[src/rtl/rd_port_arbiter.sv]
// rtl/rd_port_arbiter.sv - round-robin sharing of one read AR/R channel with in-order R steering
module rd_port_arbiter #(
  parameter int NUM_PORTS  = 4,
  parameter int DATA_WIDTH = 8,
  parameter int ID_WIDTH   = 4,
  parameter int DEPTH      = 8
) (
  input  logic                                 clk,
  input  logic                                 rst_n,
  input  logic [NUM_PORTS-1:0][ID_WIDTH-1:0]   s_arid_i,
  input  logic [NUM_PORTS-1:0]                 s_arvalid_i,
  output logic [NUM_PORTS-1:0]                 s_arready_o,
  output logic [DATA_WIDTH-1:0]                s_rdata_o,
  output logic [ID_WIDTH-1:0]                  s_rid_o,
  output logic [NUM_PORTS-1:0]                 s_rvalid_o,
  input  logic [NUM_PORTS-1:0]                 s_rready_i,
  output logic [ID_WIDTH-1:0]                  m_arid_o,
  output logic                                 m_arvalid_o,
  input  logic                                 m_arready_i,
  input  logic [DATA_WIDTH-1:0]                m_rdata_i,
  input  logic [ID_WIDTH-1:0]                  m_rid_i,
  input  logic                                 m_rvalid_i,
  output logic                                 m_rready_o,
  output logic [$clog2(DEPTH):0]               outstanding_o,
  output logic                                 err_o
);

  localparam int PW = $clog2(NUM_PORTS);
  localparam int AW = $clog2(DEPTH);
  localparam int CW = AW + 1;

  localparam logic [0:0]    IDLE      = 1'b0;
  localparam logic [0:0]    ISSUE     = 1'b1;
  localparam logic [PW-1:0] LAST_PORT = PW'(NUM_PORTS - 1);
  localparam logic [PW:0]   NP        = (PW + 1)'(NUM_PORTS);

  logic [0:0]    state_q,  state_d;
  logic [PW-1:0] grant_q,  grant_d;
  logic [PW-1:0] rr_ptr_q, rr_ptr_d;
  logic [AW-1:0] wr_ptr_q, wr_ptr_d;
  logic [AW-1:0] rd_ptr_q, rd_ptr_d;
  logic [CW-1:0] count_q,  count_d;
  logic          err_q,    err_d;

  // Order FIFO: which port each accepted AR came from, and the ID it carried.
  logic [PW-1:0]       fifo_port_q [DEPTH];
  logic [ID_WIDTH-1:0] fifo_id_q   [DEPTH];

  logic [NUM_PORTS-1:0] req_rot;
  logic [PW-1:0]        pick_off;
  logic [PW:0]          pick_sum;
  logic [PW-1:0]        pick_port;
  logic                 fifo_empty;
  logic                 fifo_full;
  logic                 push;
  logic                 pop;
  logic [PW-1:0]        head_port;
  logic [ID_WIDTH-1:0]  head_id;

  // count_q tracks FIFO occupancy exactly; since DEPTH is a power of two, bit AW means full.
  assign fifo_empty = (count_q == '0);
  assign fifo_full  = count_q[AW];
  assign head_port  = fifo_port_q[rd_ptr_q];
  assign head_id    = fifo_id_q[rd_ptr_q];
  assign push       = (state_q == ISSUE) && m_arready_i;
  assign pop        = m_rvalid_i && m_rready_o;

  // Round-robin pick: rotate the request vector so rr_ptr sits at bit 0, take the lowest set bit.
  always_comb begin
    req_rot  = NUM_PORTS'({s_arvalid_i, s_arvalid_i} >> rr_ptr_q);
    pick_off = '0;
    for (int i = NUM_PORTS - 1; i >= 0; i--) begin
      if (req_rot[i]) pick_off = PW'(i);
    end
    pick_sum = {1'b0, rr_ptr_q} + {1'b0, pick_off};
    if (pick_sum >= NP) pick_sum = pick_sum - NP;
    pick_port = pick_sum[PW-1:0];
  end

  // AR state machine plus FIFO pointer, occupancy and error next-state.
  always_comb begin
    state_d  = state_q;
    grant_d  = grant_q;
    rr_ptr_d = rr_ptr_q;
    wr_ptr_d = wr_ptr_q;
    rd_ptr_d = rd_ptr_q;
    count_d  = count_q;
    err_d    = err_q;

    case (state_q)
      IDLE: begin
        if ((|s_arvalid_i) && !fifo_full) begin
          grant_d = pick_port;
          state_d = ISSUE;
        end
      end
      default: begin
        if (m_arready_i) begin
          rr_ptr_d = (grant_q == LAST_PORT) ? '0 : grant_q + PW'(1);
          state_d  = IDLE;
        end
      end
    endcase

    if (push) wr_ptr_d = wr_ptr_q + AW'(1);
    if (pop)  rd_ptr_d = rd_ptr_q + AW'(1);

    case ({push, pop})
      2'b10:   count_d = count_q + CW'(1);
      2'b01:   count_d = count_q - CW'(1);
      default: count_d = count_q;
    endcase

    // A beat with nothing outstanding, or a popped beat whose ID disagrees with the head.
    if ((m_rvalid_i && fifo_empty) || (pop && (m_rid_i != head_id))) err_d = 1'b1;
  end

  // Control registers; reset aborts any issue in progress and empties the FIFO.
  always_ff @(posedge clk or negedge rst_n) begin
    if (!rst_n) begin
      state_q  <= IDLE;
      grant_q  <= '0;
      rr_ptr_q <= '0;
      wr_ptr_q <= '0;
      rd_ptr_q <= '0;
      count_q  <= '0;
      err_q    <= 1'b0;
    end else begin
      state_q  <= state_d;
      grant_q  <= grant_d;
      rr_ptr_q <= rr_ptr_d;
      wr_ptr_q <= wr_ptr_d;
      rd_ptr_q <= rd_ptr_d;
      count_q  <= count_d;
      err_q    <= err_d;
    end
  end

  // FIFO storage needs no reset: the pointers and count define which entries are live.
  always_ff @(posedge clk) begin
    if (push) begin
      fifo_port_q[wr_ptr_q] <= grant_q;
      fifo_id_q[wr_ptr_q]   <= s_arid_i[grant_q];
    end
  end

  // AR outputs: only the granted port sees ready, and only while issuing.
  always_comb begin
    s_arready_o = '0;
    m_arvalid_o = 1'b0;
    m_arid_o    = '0;
    if (state_q == ISSUE) begin
      m_arvalid_o          = 1'b1;
      m_arid_o             = s_arid_i[grant_q];
      s_arready_o[grant_q] = m_arready_i;
    end
  end

  // R steering: the beat belongs to the port at the FIFO head; nothing is accepted when empty.
  always_comb begin
    s_rvalid_o = '0;
    m_rready_o = 1'b0;
    if (!fifo_empty) begin
      s_rvalid_o[head_port] = m_rvalid_i;
      m_rready_o            = s_rready_i[head_port];
    end
  end

  assign s_rdata_o     = m_rdata_i;
  assign s_rid_o       = m_rid_i;
  assign outstanding_o = count_q;
  assign err_o         = err_q;

endmodule

[config.mk]
export PLATFORM = sky130hd
export DESIGN_NAME = rd_port_arbiter
export DESIGN_NICKNAME = d
export VERILOG_FILES = /design/src/rtl/rd_port_arbiter.sv
export SDC_FILE = /design/constraint.sdc
export NUM_CORES = 1
export LEC_CHECK = 0
export ABC_AREA = 1
export BUFFER_PORTS_ARGS = -buffer_cell sky130_fd_sc_hd__clkbuf_2
export CORE_UTILIZATION = 45
export DETAILED_ROUTE_END_ITERATION = 6
export GPL_ROUTABILITY_DRIVEN = 0
export GPL_TIMING_DRIVEN = 1
export PLACE_DENSITY = 0.69
export SLEW_MARGIN = 25
export SYNTH_ARGS = -nofsm -noshare
export SYNTH_HDL_FRONTEND = slang
export SYNTH_SLANG_ARGS = --single-unit
export TNS_END_PERCENT = 50
[constraint.sdc]
create_clock -name clk -period 3.4 [get_ports clk]
set_clock_uncertainty 0.1 [all_clocks]
set_input_delay 0.17 -clock clk [delete_from_list [all_inputs] [get_ports clk]]
set_output_delay 0.17 -clock clk [all_outputs]
set_load 0.01 [all_outputs]
## After elaboration in Yosys (flattened, before gate mapping)

Memory sizes are Yosys's and may differ from the RTL's.
Cells that the tools add are included.

| word-level totals | value |
|---|---|
| flip-flop bits (word level) | 16 |
| memory bits (writable) | 48 |
| input bits | 40 |
| output and inout bits | 31 |
| logic and storage cells | 68 |
| memories kept | 2 |

| operators by class | value |
|---|---|
| add/subtract/negate cells | 7 |
| $lt $le $gt $ge | 5 |
| eq/ne operators | 4 |
| shifts and indexed selects | 1 |
| multiplexer cells | 25 |
| bitwise logic cells | 3 |
| reduce and logical (&&, ||, !) cells | 14 |

Memories:

| name | words | bits a word | rd ports | clocked after memory_dff | write ports | RTL line | source |
|---|---|---|---|---|---|---|---|
| fifo_id_q | 8 | 4 | 1 | 0 | 1 | 47 | `logic [ID_WIDTH-1:0] fifo_id_q [DEPTH];` |
| fifo_port_q | 8 | 2 | 1 | 0 | 1 | 46 | `logic [PW-1:0] fifo_port_q [DEPTH];` |

Operators with widths:

| operator | count |
|---|---|
| 2-to-1 mux 4 bit | 4 |
| 2-to-1 mux 2 bit | 6 |
| 2-to-1 mux 1 bit | 10 |
| AND 4 bit | 2 |
| binary-select mux 4 bit (select 2 bit) | 1 |
| case mux 4 bit (2 select lines) | 1 |
| >> shifter 8 x 2 -> 4 bit | 1 |
| logical AND 1 bit | 7 |
| adder 3 x 1 -> 3 bit, second input constant | 2 |
| less-than comparator 2 x 3 -> 1 bit, second input constant | 2 |
| adder 4 x 1 -> 4 bit, second input constant | 1 |
| demux 1 bit (select 2 bit) | 2 |
| equality test 2 bit, second input constant | 2 |
| greater-or-equal comparator 2 x 1 -> 1 bit, second input constant | 2 |
| zero test 4 bit | 1 |
| inequality test 4 bit | 1 |
| AND reduction 2 bit | 2 |
| OR reduction 4 bit | 1 |
| subtractor 4 x 1 -> 4 bit, second input constant | 1 |
| adder 2 x 2 -> 3 bit | 1 |
| greater-or-equal comparator 3 bit, second input constant | 1 |
| adder 2 x 1 -> 2 bit, second input constant | 1 |
| binary-select mux 1 bit (select 2 bit) | 1 |
| equality test 2 x 1 -> 1 bit, second input constant | 1 |
| other kinds (5) | 5 |

## Longest topological paths before layout

Gate-level depths: netlist of the first run.

| logic depth | value |
|---|---|
| depth after elaboration | 8 |
| depth in mapped cells | 22 |
| mapped depth without buffers | 20 |

## Worst setup path after synthesis of the first run

No wires, ideal clock.

| path | value |
|---|---|
| kind | register -> register |
| from | reg rd_ptr_q[0] |
| to | reg count_q[3], in the netlist outstanding_o[3] |
| setup time | 126 ps |
| arrival time | 2,385 ps |
| required time | 3,174 ps |
| slack | 788 ps |
| stages on the path, launching flop included | 22 |
| path buffers | 2 |
| period minus slack after synthesis | 2,612 ps |
| cells stage by stage | dfrtp_1 buf_6 buf_6 nand2_1 nand3_1 nand2_1 nand2_1 nand2_2 inv_2 nand2_1 nand2_2 nand2_2 inv_1 ha_1 ha_1 nand2_1 nor2_1 a211oi_1 nor2_1 nor2_1 nand2_1 xnor2_1 |

| between the ends | value |
|---|---|
| longest elaborated chain between the ends | 7 |
| elaborated cells on any way between the ends | 9 |
| those cells by class | 2 x eq/ne; 4 x mux; 2 x reduce/logical; 1 x memory |

Ends and longest elaborated chain:

| element | RTL line | source |
|---|---|---|
| from (decl) | 41 | `logic [AW-1:0] rd_ptr_q, rd_ptr_d;` |
| from (signal assigned) | 133 | `rd_ptr_q <= rd_ptr_d;` |
| memory (8 x 2 bit) (*) | -- |  |
| binary-select mux 1 bit (select 2 bit) (*) | 165 | `m_rready_o = s_rready_i[head_port];` |
| 2-to-1 mux 1 bit (implied by the code) (*) | 165 |  |
| 2-to-1 mux 1 bit (*) | 163 | `if (!fifo_empty) begin` |
| logical AND 1 bit (*) | 66 | `assign pop = m_rvalid_i && m_rready_o;` |
| net pop | 56 | `logic pop;` |
| equality test 2 x 1 -> 1 bit / equality test 2 bit (equally long branches) | 108 | `case ({push, pop})` |
| case mux 4 bit (2 select lines) / nonzero test 2 bit (equally long branches) | -- |  |
| to (signal assigned) | 134 | `count_q <= count_d;` |
| to (decl) | 42 | `logic [CW-1:0] count_q, count_d;` |

The timed path passes the listed nets; every way through them passes the cells marked *. The select of a mux whose other input is x is not followed.
A chain may end at the register's enable or synchronous reset.

## Final worst setup path of the first run

Same ends and word-level chain as after synthesis.

==> results of run 1 <==
[placed cells by master (no fill, tap or decap), types with 4 or more instances in the layout]
cell type / netlist / final
nand2_1: 122 / 122
clkbuf_8: 0 / 9
edfxtp_1: 48 / 48
o21ai_0: 16 / 16
clkbuf_2: 0 / 54
dfrtp_1: 16 / 15
ha_1: 10 / 10
nor3_1: 5 / 5
a21oi_1: 4 / 4
nand3_1: 50 / 50
nand2_2: 4 / 4
inv_1: 55 / 55
nor2_1: 35 / 35
[metrics by stage]
stage               util, %  hold WS (ps)  power [uW]
floorplan                 -        -225.6        2419
global placement      50.48         21.00        2713
detailed placement    50.48         27.54        2768
CTS                   53.51         21.36        3448
global route          53.53         61.60        3747
finish                53.53         37.81        3422
[where the power goes]
part,switching [uW],internal [uW]
combinational,944,514
sequential,183,1110
clock,264,410
[metal layers]
layer | up-vias | wire length [um] | GRT usage [%]
li1 | 1387 | - | -
met3 | 7 | 391 | 3.638
met5 | - | 0 | 0
met2 | 86 | 2881 | 27.76
met1 | 1154 | 3411 | 25.90
met4 | 0 | 78 | 6.855
[worst max-delay path: stages (launching register included)]
cell and delay, ps:
dfrtp_2 460, buf_4 250, nand2_1 70, nand3_1 80
nand3_1 130, nand2_2 140, nand2_1 60, nand2_1 50
nand2_1 50, nand2_2 120, nand2_2 90, inv_1 80
ha_1 190, ha_1 280, nand2_1 80, nor2_1 40
a211oi_1 230, nor2_1 70, nor2_1 90, nand2_1 70
xnor2_1 110
[registers in the layout (all words and copies together), names as in the netlist]
register,flops
err_o,1
state_q,1
rd_ptr_q,3
outstanding_o,4
grant_q,2
wr_ptr_q,3
fifo_id_q,32
rr_ptr_q,2
fifo_port_q,16
[how the worst max path moves through the flow]
| stage | from | end | slack [ps] |
|---|---|---|---|
| after floorplan | rd_ptr_q[0]$_DFFE_PN0P_ | outstanding_o[3]$_DFFE_PN0P_ | 790 |
| after global placement | rd_ptr_q[0]$_DFFE_PN0P_ | outstanding_o[3]$_DFFE_PN0P_ | 480 |
| after detailed placement | rd_ptr_q[0]$_DFFE_PN0P_ | outstanding_o[3]$_DFFE_PN0P_ | 360 |
| after CTS | rd_ptr_q[0]$_DFFE_PN0P_ | outstanding_o[3]$_DFFE_PN0P_ | 370 |
| after global routing | rd_ptr_q[0]$_DFFE_PN0P_ | outstanding_o[3]$_DFFE_PN0P_ | 100 |
| final | rd_ptr_q[0]$_DFFE_PN0P_ | outstanding_o[3]$_DFFE_PN0P_ | 470 |
[cell families after synthesis]
family	Yosys count	synth area share, %
buffers and inverters	80	11.09
DFF	64	52.99
adders and majority gates	11	4.176
AOI/OAI and AO/OA	23	3.528
xor gates and xnor gates	5	1.260
and+or+nand+nor	223	26.96
[cell type report]
type,count,area [um2],share of cell area (%)
inverters,58,220.2,5.582
clock inverters,4,68.82,1.744
repair buffers,58,305.3,7.739
clock buffers,12,135.1,3.425
flip-flops and latches,64,1843,46.72
well taps,99,123.9,3.140
multi-input cells,262,1249,31.65
[repair_timing]
item | in CTS | in global routing
hold endpoints to repair | 17 | 0
setup endpoints to repair | 0 | 1
hold buffers | 2 | 0
gates resized for setup | 0 | 1
==> summary.md, run 1 <==
| Metric | Value |
|---|---|
| Outcome | complete, no violations |
| Worst min-delay path class | primary input to flip-flop |
| Area grow syn2layout | 13.50% |
| Fin nets | 504 |
| Worst slack at placement | 360.7 ps |
| H-tree levels | 3 |
| Setup crit end kind | flip-flop |
| Final cell count without fillers | 557 |
| Max-cap violations | 0 |
| Worst vdd ir | 0.4239 mV |
| PD cells | 867.5 nW/um2 |
| # setup viols final | 0 |
| CTS sink cnt | 64 |
| Layout cells sized above 1 | 16.81% |
| CP Max Fanout | 19 |
| Post-Synthesis Cells | 406 |
| Grt ovf | 0 |
| Rel. slew slack | 58.00% |
| Worst Tran Pin Value | 627.6 ps |
| Final Critical Period | 2931 ps |
| Post-synth EDFFs | 48 |
| Clock Latency Late Sink | 330 ps |
| Setup_tns | 0 ps |
| Die W | 89.89 um |
| Worst hold start | m_rvalid_i |
| Routed WL per cell | 12.14 um |
| Synth top cells by count | nand2_1 (122), inv_1 (55), nand3_1 (50), edfxtp_1 (48), nor2_1 (35) |
| Reg2reg end | outstanding_o[3]$_DFFE_PN0P_ |
| Register bit count reported by yosys | 64 |
| Worst Reg-to-Reg Cells | 20 |
| Die Footprint | 8079 um2 |
| Reg2reg start | rd_ptr_q[0]$_DFFE_PN0P_ |
| Worst EP required | 3520 ps |
| Core Box Area | 7370 um2 |
| Largest net degree at the start of global routing | 26 |
| F_max | 0.3412 GHz |
| Clock tree from TritonCTS | built |
| Post-route cell area | 3945 um2 |
| Top_reg_cell synth | edfxtp_1 |
| Vias post-DR | 2634 |
| Seq/Total Area, Yosys | 52.99% |
| Initial DRC count | 233 |
| DP Area | 3720 um2 |
| Syn Area/Cell | 8.561 um2 |
| Synth warn | 0 |
| Clock transition at path regs | 70 ps |
| First-pass GRT wire length | 11.67 mm |
| Post-route DRC violation count | 0 |
| RSZ-0062 raised after global routing | no |
| Post-Syn Area | 3476 um2 |
| Total CTS buffers | 9 |
| Period utilisation layout | 86.21% |
| Slew Viols, Final | 0 |
| Root buffer cell | clkbuf_8 |
| N_diodes | 0 |
| Synthesized net count | 457 |
| Top cells by area, synth | edfxtp_1 (41%), nand2_1 (13%), dfrtp_1 (12%) |
| Chip Height | 89.89 um |
| Detailed Routing Iterations Pass 1 | 4 |
| Fillers | 677 |
| Hold depth | 4 |
| CTS Buffer Depth | 2 |
| Antenna violations before repair | 0 |
| Leak pwr | 0.001908 uW |
| Hpwl dp | 5.109 mm |
| Post-synth cell types | 27 |
| Fin. Hold Viols | 0 |
| Placed cell count | 539 |
| All-layer global routing usage | 18.25% |
| Most frequent cell after synthesis | nand2_1 |
| FP Rows | 31 |
| Worst setup SP type | flip-flop |
| Number of nets with antenna violations after routing | 0 |
| Synth top area share | 41.47% |
| Worst hold path endpoint | err_o$_DFFE_PN0P_ |
| Arrival time at the worst endpoint | 3050 ps |
| Reg2Reg Setup Slack | 470 ps |
| Number of global-route vias before repair | 2484 |
| DR vias/cell | 4.729 |
| # Post-CTS Setup Buffers | 0 |
| Final wirelength | 6.762 mm |
| Starting Density | 47.16% |
| Yosys top cell by area | edfxtp_1 |
| Setup ws final | 468.7 ps |
| Critical path type | flip-flop to flip-flop |
| Async S/R FF share, synth | 25.00% |
| IO buf count | 54 |
| IO Pins | 71 |
No activity file was read; power rests on OpenSTA's default activity.
==> run 2: changes to the inputs <==
--- a/config.mk
+++ b/config.mk
@@ -11,6 +11,7 @@
 export DETAILED_ROUTE_END_ITERATION = 6
 export GPL_ROUTABILITY_DRIVEN = 0
 export GPL_TIMING_DRIVEN = 1
+export MAX_ROUTING_LAYER = met4
 export PLACE_DENSITY = 0.69
 export SLEW_MARGIN = 25
 export SYNTH_ARGS = -nofsm -noshare
==> summary.md, run 2 (synthesis results as in run 1) <==
| Metric | Value |
|---|---|
| Outcome | complete, no violations (unchanged) |
| RSZ-0062 raised after global routing | no (unchanged) |
| IO Pins | 71 (unchanged) |
| Commonest cells after routing, fill and taps aside | nand2_1 (122), inv_1 (55), clkbuf_2 (54), nand3_1 (50), edfxtp_1 (48) (unchanged) |
| Core Box Area | 7370 um2 (unchanged) |
| Switch Pwr | 1392 uW (about the same) |
| Final Critical Period | 2929 ps (was 2931 ps) |
| Period utilisation layout | 86.15% (was 86.21%) |
| Clock transition at path regs | 70 ps (about the same) |
| DR vias/cell | 4.763 (was 4.729) |
| Crit path buf inv count | 2 (unchanged) |
| Arrival time at the worst endpoint | 3050 ps (about the same) |
| Clock Latency Late Sink | 330 ps (about the same) |
| CTS sink cnt | 64 (unchanged) |
| Routed WL per cell | 12.17 um (was 12.14 um) |
| Worst EP required | 3520 ps (about the same) |
| Crit-path cells | buf_4 > nand2_1 > nand3_1 > nand3_1 > nand2_2 > nand2_1 > nand2_1 > nand2_1 > nand2_2 > nand2_2 > inv_1 > ha_1 > ha_1 > nand2_1 > nor2_1 > a211oi_1 > nor2_1 > nor2_1 > nand2_1 > xnor2_1 (unchanged) |
| Chip Height | 89.89 um (unchanged) |
| Most common cell after layout, fill and taps aside | nand2_1 (unchanged) |
| P_int | 2031 uW (about the same) |
| Starting Density | 47.16% (unchanged) |
| Fin nets | 504 (unchanged) |
| Worst vdd ir | 0.4263 mV (was 0.4239 mV) |
| Fin. Hold Viols | 0 (unchanged) |
| Reg power frac | 37.6% (was 37.7%) |
| Worst min-delay path class | primary input to flip-flop (unchanged) |
| # Post-CTS Setup Buffers | 0 (unchanged) |
| Rel. slew slack | 57.71% (was 58.00%) |
| CP most frequent cell | nand2_1 (unchanged) |
| Grt ovf | 0 (unchanged) |
| Initial DRC count | 242 (was 233) |
| Clock tree from TritonCTS | built (unchanged) |
| Detailed Routing Iterations Pass 1 | 5 (was 4) |
| Cell at the slowest stage of the critical path | dfrtp_2 (unchanged) |
| Hold depth | 4 (unchanged) |
| Stages on worst setup path | 20 (unchanged) |
| IO buf count | 54 (unchanged) |
| Slew Viols, Final | 0 (unchanged) |
| Final cell count without fillers | 557 (unchanged) |
| Root buffer cell | clkbuf_8 (unchanged) |
| Final core occ | 53.53% (unchanged) |
| Max-cap violations | 0 (unchanged) |
| Setup crit end kind | flip-flop (unchanged) |
| Die W | 89.89 um (unchanged) |
| CTS Buffer Depth | 2 (unchanged) |
| Largest net degree at the start of global routing | 26 (unchanged) |
| Setup_tns | 0 ps (unchanged) |
| Post-route DRC violation count | 0 (unchanged) |
| Total CTS buffers | 9 (unchanged) |
| # setup viols final | 0 (unchanged) |
| PD cells | 867.6 nW/um2 (was 867.5 nW/um2) |
| Worst Reg-to-Reg Cells | 20 (unchanged) |
| Logic pwr share | 42.6% (about the same) |
| Critical path's top delay family | simple AND/OR/NAND/NOR gates (unchanged) |
| N_diodes | 0 (unchanged) |
| Tot Pwr | 3423 uW (was 3422 uW) |
| Worst Tran Pin Value | 632.0 ps (was 627.6 ps) |
| Antenna violations before repair | 0 (unchanged) |
| Die Footprint | 8079 um2 (unchanged) |
| Critical path type | flip-flop to flip-flop (unchanged) |
| Largest register FFs | 32 (unchanged) |
| Leak pwr | 0.001908 uW (unchanged) |
| Final wirelength | 6.780 mm (was 6.762 mm) |
| Area grow syn2layout | 13.50% (unchanged) |
| CP Max Fanout | 19 (unchanged) |
| Worst setup SP type | flip-flop (unchanged) |
| All-layer global routing usage | 18.81% (was 18.25%) |
| CP peak stage delay | 460 ps (about the same) |
| FP Rows | 31 (unchanged) |
| Largest reg by FF count | fifo_id_q (unchanged) |
| Vias post-DR | 2653 (was 2634) |
| F_max | 0.3414 GHz (was 0.3412 GHz) |
| Hpwl dp | 5.109 mm (unchanged) |
| Share of power burned in the clock network | 19.7% (about the same) |
| Number of global-route vias before repair | 2482 (was 2484) |
| Net Sw Frac | 40.67% (was 40.66%) |
| First-pass GRT wire length | 11.70 mm (was 11.67 mm) |
| Layout cells sized above 1 | 16.81% (unchanged) |
| H-tree levels | 3 (unchanged) |
| Number of nets with antenna violations after routing | 0 (unchanged) |
| Placed cell count | 539 (unchanged) |
==> run 2: cell counts in the layout (fill, tap and decap cells not counted) <==
No cell type changed its count.
==> run 2: layout make-up <==
| type | count | area, um2 |
|---|---|---|
| clock buffers | 12 | 135.1 |
| clock inverters | 4 | 68.82 |
| fillers | 677 | 3425 |
| inverters | 58 | 220.2 |
| multi-input cells | 262 | 1249 |
| flip-flops and latches | 64 | 1843 |
| well taps | 99 | 123.9 |
| repair buffers | 58 | 305.3 |
==> run 2: worst min-delay path, cell delays in order <==
cell and delay [ps]:
clkbuf_2 90, a21o_1 100, inv_1 30, nand2_1 50
==> run 2: final timing paths <==
path	startpoint	end	slack (ps)
max in group asynchronous	rst_n	rd_ptr_q[0]$_DFFE_PN0P_	2670
min	m_rvalid_i	err_o$_DFFE_PN0P_	40
min reg2reg	err_o$_DFFE_PN0P_	err_o$_DFFE_PN0P_	430
max reg2reg	rd_ptr_q[0]$_DFFE_PN0P_	outstanding_o[3]$_DFFE_PN0P_	470
max	rd_ptr_q[0]$_DFFE_PN0P_	outstanding_o[3]$_DFFE_PN0P_	470
min in group asynchronous	rst_n	err_o$_DFFE_PN0P_	200
==> run 2: layer usage <==
layer  share of wire [%]  vias to the layer above  GRT usage (%)  wire, um
met5                   0                        -              -         0
li1                    -                     1386              -         -
met2                  43                      101          27.69      2924
met3                 6.3                        5          3.638       426
met4                 1.1                        0          6.855        74
met1                  49                     1161          26.01      3356
==> run 2: power groups by stage <==
stage	Clock, uW	Combinational (uW)	Sequential, uW
2_1_floorplan	0	1190	1230
3_3_place_gp	0	1420	1290
3_5_place_dp	0	1460	1310
4_1_cts	687	1470	1290
5_1_grt	720	1710	1320
6_report	676	1460	1290
==> run 2: what timing repair did <==
item	4_1_cts	5_1_grt
setup endpoints to repair	0	1
gates resized for setup	0	1
endpoints found under the hold margin	17	0
hold buffers	2	0
==> run 2: per-stage QoR <==
| step | instance area (um2) | setup WS, ps | hold slack (ps) |
|---|---|---|---|
| 3_3_place_gp | 3720 | 477.9 | 21.00 |
| 3_5_place_dp | 3720 | 360.7 | 27.54 |
| 2_1_floorplan | 3476 | 788.4 | -225.6 |
| 6_report | 3945 | 471.0 | 35.66 |
| 4_1_cts | 3944 | 373.7 | 21.36 |
| 5_1_grt | 3945 | 94.17 | 61.60 |
==> run 3: changes to the inputs <==
--- a/config.mk
+++ b/config.mk
@@ -7,12 +7,12 @@
 export LEC_CHECK = 0
 export ABC_AREA = 1
 export BUFFER_PORTS_ARGS = -buffer_cell sky130_fd_sc_hd__clkbuf_2
-export CORE_UTILIZATION = 45
+export CORE_UTILIZATION = 55
 export DETAILED_ROUTE_END_ITERATION = 6
 export GPL_ROUTABILITY_DRIVEN = 0
 export GPL_TIMING_DRIVEN = 1
 export MAX_ROUTING_LAYER = met4
-export PLACE_DENSITY = 0.69
+export PLACE_DENSITY = 0.81
 export SLEW_MARGIN = 25
 export SYNTH_ARGS = -nofsm -noshare
 export SYNTH_HDL_FRONTEND = slang
==> summary.md, run 3 (synthesis results as in run 1) <==
| Metric | Value |
|---|---|
| All-layer global routing usage | 23.13% (was 18.81%) |
| CP peak stage delay | 410 ps (was 460 ps) |
| CTS sink cnt | 64 (unchanged) |
| Worst hold path endpoint | err_o$_DFFE_PN0P_ (unchanged) |
| Area grow syn2layout | 11.05% (was 13.50%) |
| Cell at the slowest stage of the critical path | dfrtp_1 (was dfrtp_2) |
| FP Rows | 28 (was 31) |
| Detailed Routing Iterations Pass 1 | 5 (unchanged) |
| Initial DRC count | 291 (was 242) |
| IO buf count | 54 (unchanged) |
| Worst Tran Pin Value | 648.0 ps (was 632.0 ps) |
| WHS | 43.73 ps (was 35.66 ps) |
| H-tree levels | 3 (unchanged) |
| Number of global-route vias before repair | 2358 (was 2482) |
| Post-route cell area | 3860 um2 (was 3945 um2) |
| Chip Height | 81.50 um (was 89.89 um) |
| Largest reg by FF count | fifo_id_q (unchanged) |
| CP Max Fanout | 25 (was 19) |
| Hpwl dp | 4.992 mm (was 5.109 mm) |
| Reg2reg start | rd_ptr_q[0]$_DFFE_PN0P_ (unchanged) |
| RSZ-0062 raised after global routing | no (unchanged) |
| # setup viols final | 0 (unchanged) |
| F_max | 0.3366 GHz (was 0.3414 GHz) |
| Grt ovf | 0 (unchanged) |
| Clock tree from TritonCTS | built (unchanged) |
| Worst min-delay path class | primary input to flip-flop (unchanged) |
| Reg2Reg Setup Slack | 430 ps (was 470 ps) |
| Core Box Area | 5991 um2 (was 7370 um2) |
| Rel. slew slack | 56.80% (was 57.71%) |
| Antenna violations before repair | 0 (unchanged) |
| Worst setup SP type | flip-flop (unchanged) |
| FF/Latch Area | 1843 um2 (unchanged) |
| Worst slack at placement | 364.0 ps (was 360.7 ps) |
| Number of nets with antenna violations after routing | 0 (unchanged) |
| Worst Reg-to-Reg Cells | 20 (unchanged) |
| Period utilisation layout | 87.38% (was 86.15%) |
| Reg2reg end | outstanding_o[3]$_DFFE_PN0P_ (unchanged) |
| Layout cells sized above 1 | 16.63% (was 16.81%) |
| Hold depth | 4 (unchanged) |
| Total CTS buffers | 9 (unchanged) |
| Setup crit end kind | flip-flop (unchanged) |
| Die Footprint | 6641 um2 (was 8079 um2) |
| PD cells | 858.5 nW/um2 (was 867.6 nW/um2) |
| Die W | 81.50 um (was 89.89 um) |
| Slew Viols, Final | 0 (unchanged) |
| Commonest cells after routing, fill and taps aside | nand2_1 (122), inv_1 (55), clkbuf_2 (54), nand3_1 (50), edfxtp_1 (48) (unchanged) |
| Max-cap violations | 0 (unchanged) |
| # Post-CTS Setup Buffers | 0 (unchanged) |
| Worst vdd ir | 0.4786 mV (was 0.4263 mV) |
| N_diodes | 0 (unchanged) |
| Critical path type | flip-flop to flip-flop (unchanged) |
| Multi-input combinational cell area | 1249 um2 (unchanged) |
| Clock transition at path regs | 70 ps (about the same) |
| Crit-path cells | buf_4 > nand2_1 > nand3_1 > nand3_1 > nand2_2 > nand2_1 > nand2_1 > nand2_1 > nand2_2 > nand2_2 > inv_1 > ha_1 > ha_1 > nand2_1 > nor2_1 > a211oi_1 > nor2_1 > nor2_1 > nand2_1 > xnor2_1 (unchanged) |
| Post-route DRC violation count | 0 (unchanged) |
| Root buffer cell | clkbuf_8 (unchanged) |
| Outcome | complete, no violations (unchanged) |
| Fillers | 477 (was 677) |
| DP Area | 3682 um2 (was 3720 um2) |
| Worst EP required | 3520 ps (about the same) |
| Starting Density | 58.02% (was 47.16%) |
| Critical path's top delay family | simple AND/OR/NAND/NOR gates (unchanged) |
| Crit path buf inv count | 2 (unchanged) |
| Leak pwr | 0.001878 uW (was 0.001908 uW) |
| CP most frequent cell | nand2_1 (unchanged) |
| Most common cell after layout, fill and taps aside | nand2_1 (unchanged) |
| Setup_tns | 0 ps (unchanged) |
| Worst hold start | m_rvalid_i (unchanged) |
| CTS Buffer Depth | 2 (unchanged) |
| Arrival time at the worst endpoint | 3090 ps (was 3050 ps) |
| Largest net degree at the start of global routing | 26 (unchanged) |
| Setup ws final | 429.2 ps (was 471.0 ps) |
| Clock Latency Late Sink | 330 ps (about the same) |
| IO Pins | 71 (unchanged) |
| Fin. Hold Viols | 0 (unchanged) |
| Final Critical Period | 2971 ps (was 2929 ps) |
| Vias post-DR | 2807 (was 2653) |
| DR vias/cell | 5.276 (was 4.763) |
| Fin nets | 503 (was 504) |
| First-pass GRT wire length | 10.70 mm (was 11.70 mm) |
| Routed WL per cell | 12.75 um (was 12.17 um) |
| Largest register FFs | 32 (unchanged) |
| Final wirelength | 6.781 mm (was 6.780 mm) |
-- run 3: cell types whose count changed in the layout (fill, tap and decap cells not counted) --
cell / change
clkinv_2: +1
clkinvlp_4: +1
buf_4: -1
bufinv_16: -2
-- run 3: per-stage QoR --
step | power (uW) | cells | utilization (%)
2_1_floorplan | 2419 | 406 | -
3_3_place_gp | 2729 | 514 | 61.47
3_5_place_dp | 2789 | 514 | 61.47
4_1_cts | 3319 | 532 | 64.41
5_1_grt | 3598 | 532 | 64.43
6_report | 3314 | 532 | 64.43
-- run 3: worst max-delay path by stage --
stage                                       start  cells past startpoint  slack (ps)                           end
after floorplan           rd_ptr_q[0]$_DFFE_PN0P_                     21         790  outstanding_o[3]$_DFFE_PN0P_
after global placement    rd_ptr_q[1]$_DFFE_PN0P_                     19         480  outstanding_o[3]$_DFFE_PN0P_
after detailed placement  rd_ptr_q[1]$_DFFE_PN0P_                     19         360  outstanding_o[3]$_DFFE_PN0P_
after CTS                 rd_ptr_q[1]$_DFFE_PN0P_                     19         370  outstanding_o[3]$_DFFE_PN0P_
after global routing      rd_ptr_q[0]$_DFFE_PN0P_                     20          50  outstanding_o[3]$_DFFE_PN0P_
final                     rd_ptr_q[0]$_DFFE_PN0P_                     20         430  outstanding_o[3]$_DFFE_PN0P_
-- run 3: what timing repair did --
action                                  CTS  global route
endpoints found under the setup margin    0             1
hold buffers                              2             0
resized for setup                         0             1
endpoints found under the hold margin    17             0
-- run 3: final cells by class --
class,count,share of cell area [%]
Inverter,58,5.705
Sequential cell,64,47.75
Clock inverter,4,0.5511
Timing Repair Buffer,57,7.715
Clock buffer,12,3.501
Multi-Input combinational cell,262,32.35
Tap cell,75,2.431
-- run 3: layer usage --
| layer | global-route usage, % | part of all wire [%] |
|---|---|---|
| met2 | 34.25 | 47 |
| met3 | 5.556 | 7.5 |
| met1 | 30.10 | 42 |
| met5 | - | 0 |
| met4 | 10.71 | 2.6 |
-- run 3: worst reg2reg max path: stages (launching register included) --
cell	delay (ps)
dfrtp_1	410
buf_4	290
nand2_1	90
nand3_1	80
nand3_1	130
nand2_2	140
nand2_1	60
nand2_1	60
nand2_1	60
nand2_2	120
nand2_2	80
inv_1	80
ha_1	190
ha_1	270
nand2_1	80
nor2_1	40
a211oi_1	240
nor2_1	70
nor2_1	80
nand2_1	60
xnor2_1	120
-- run 3: power by group --
| part | switching [uW] | total [uW] | internal, uW | leakage (uW) |
|---|---|---|---|---|
| clock | 267 | 527 | 260 | 0.0000778 |
| sequential | 185 | 1290 | 1110 | 0.000626 |
| combinational | 984 | 1500 | 511 | 0.00117 |
| total | 1440 | 3310 | 1880 | 0.00188 |
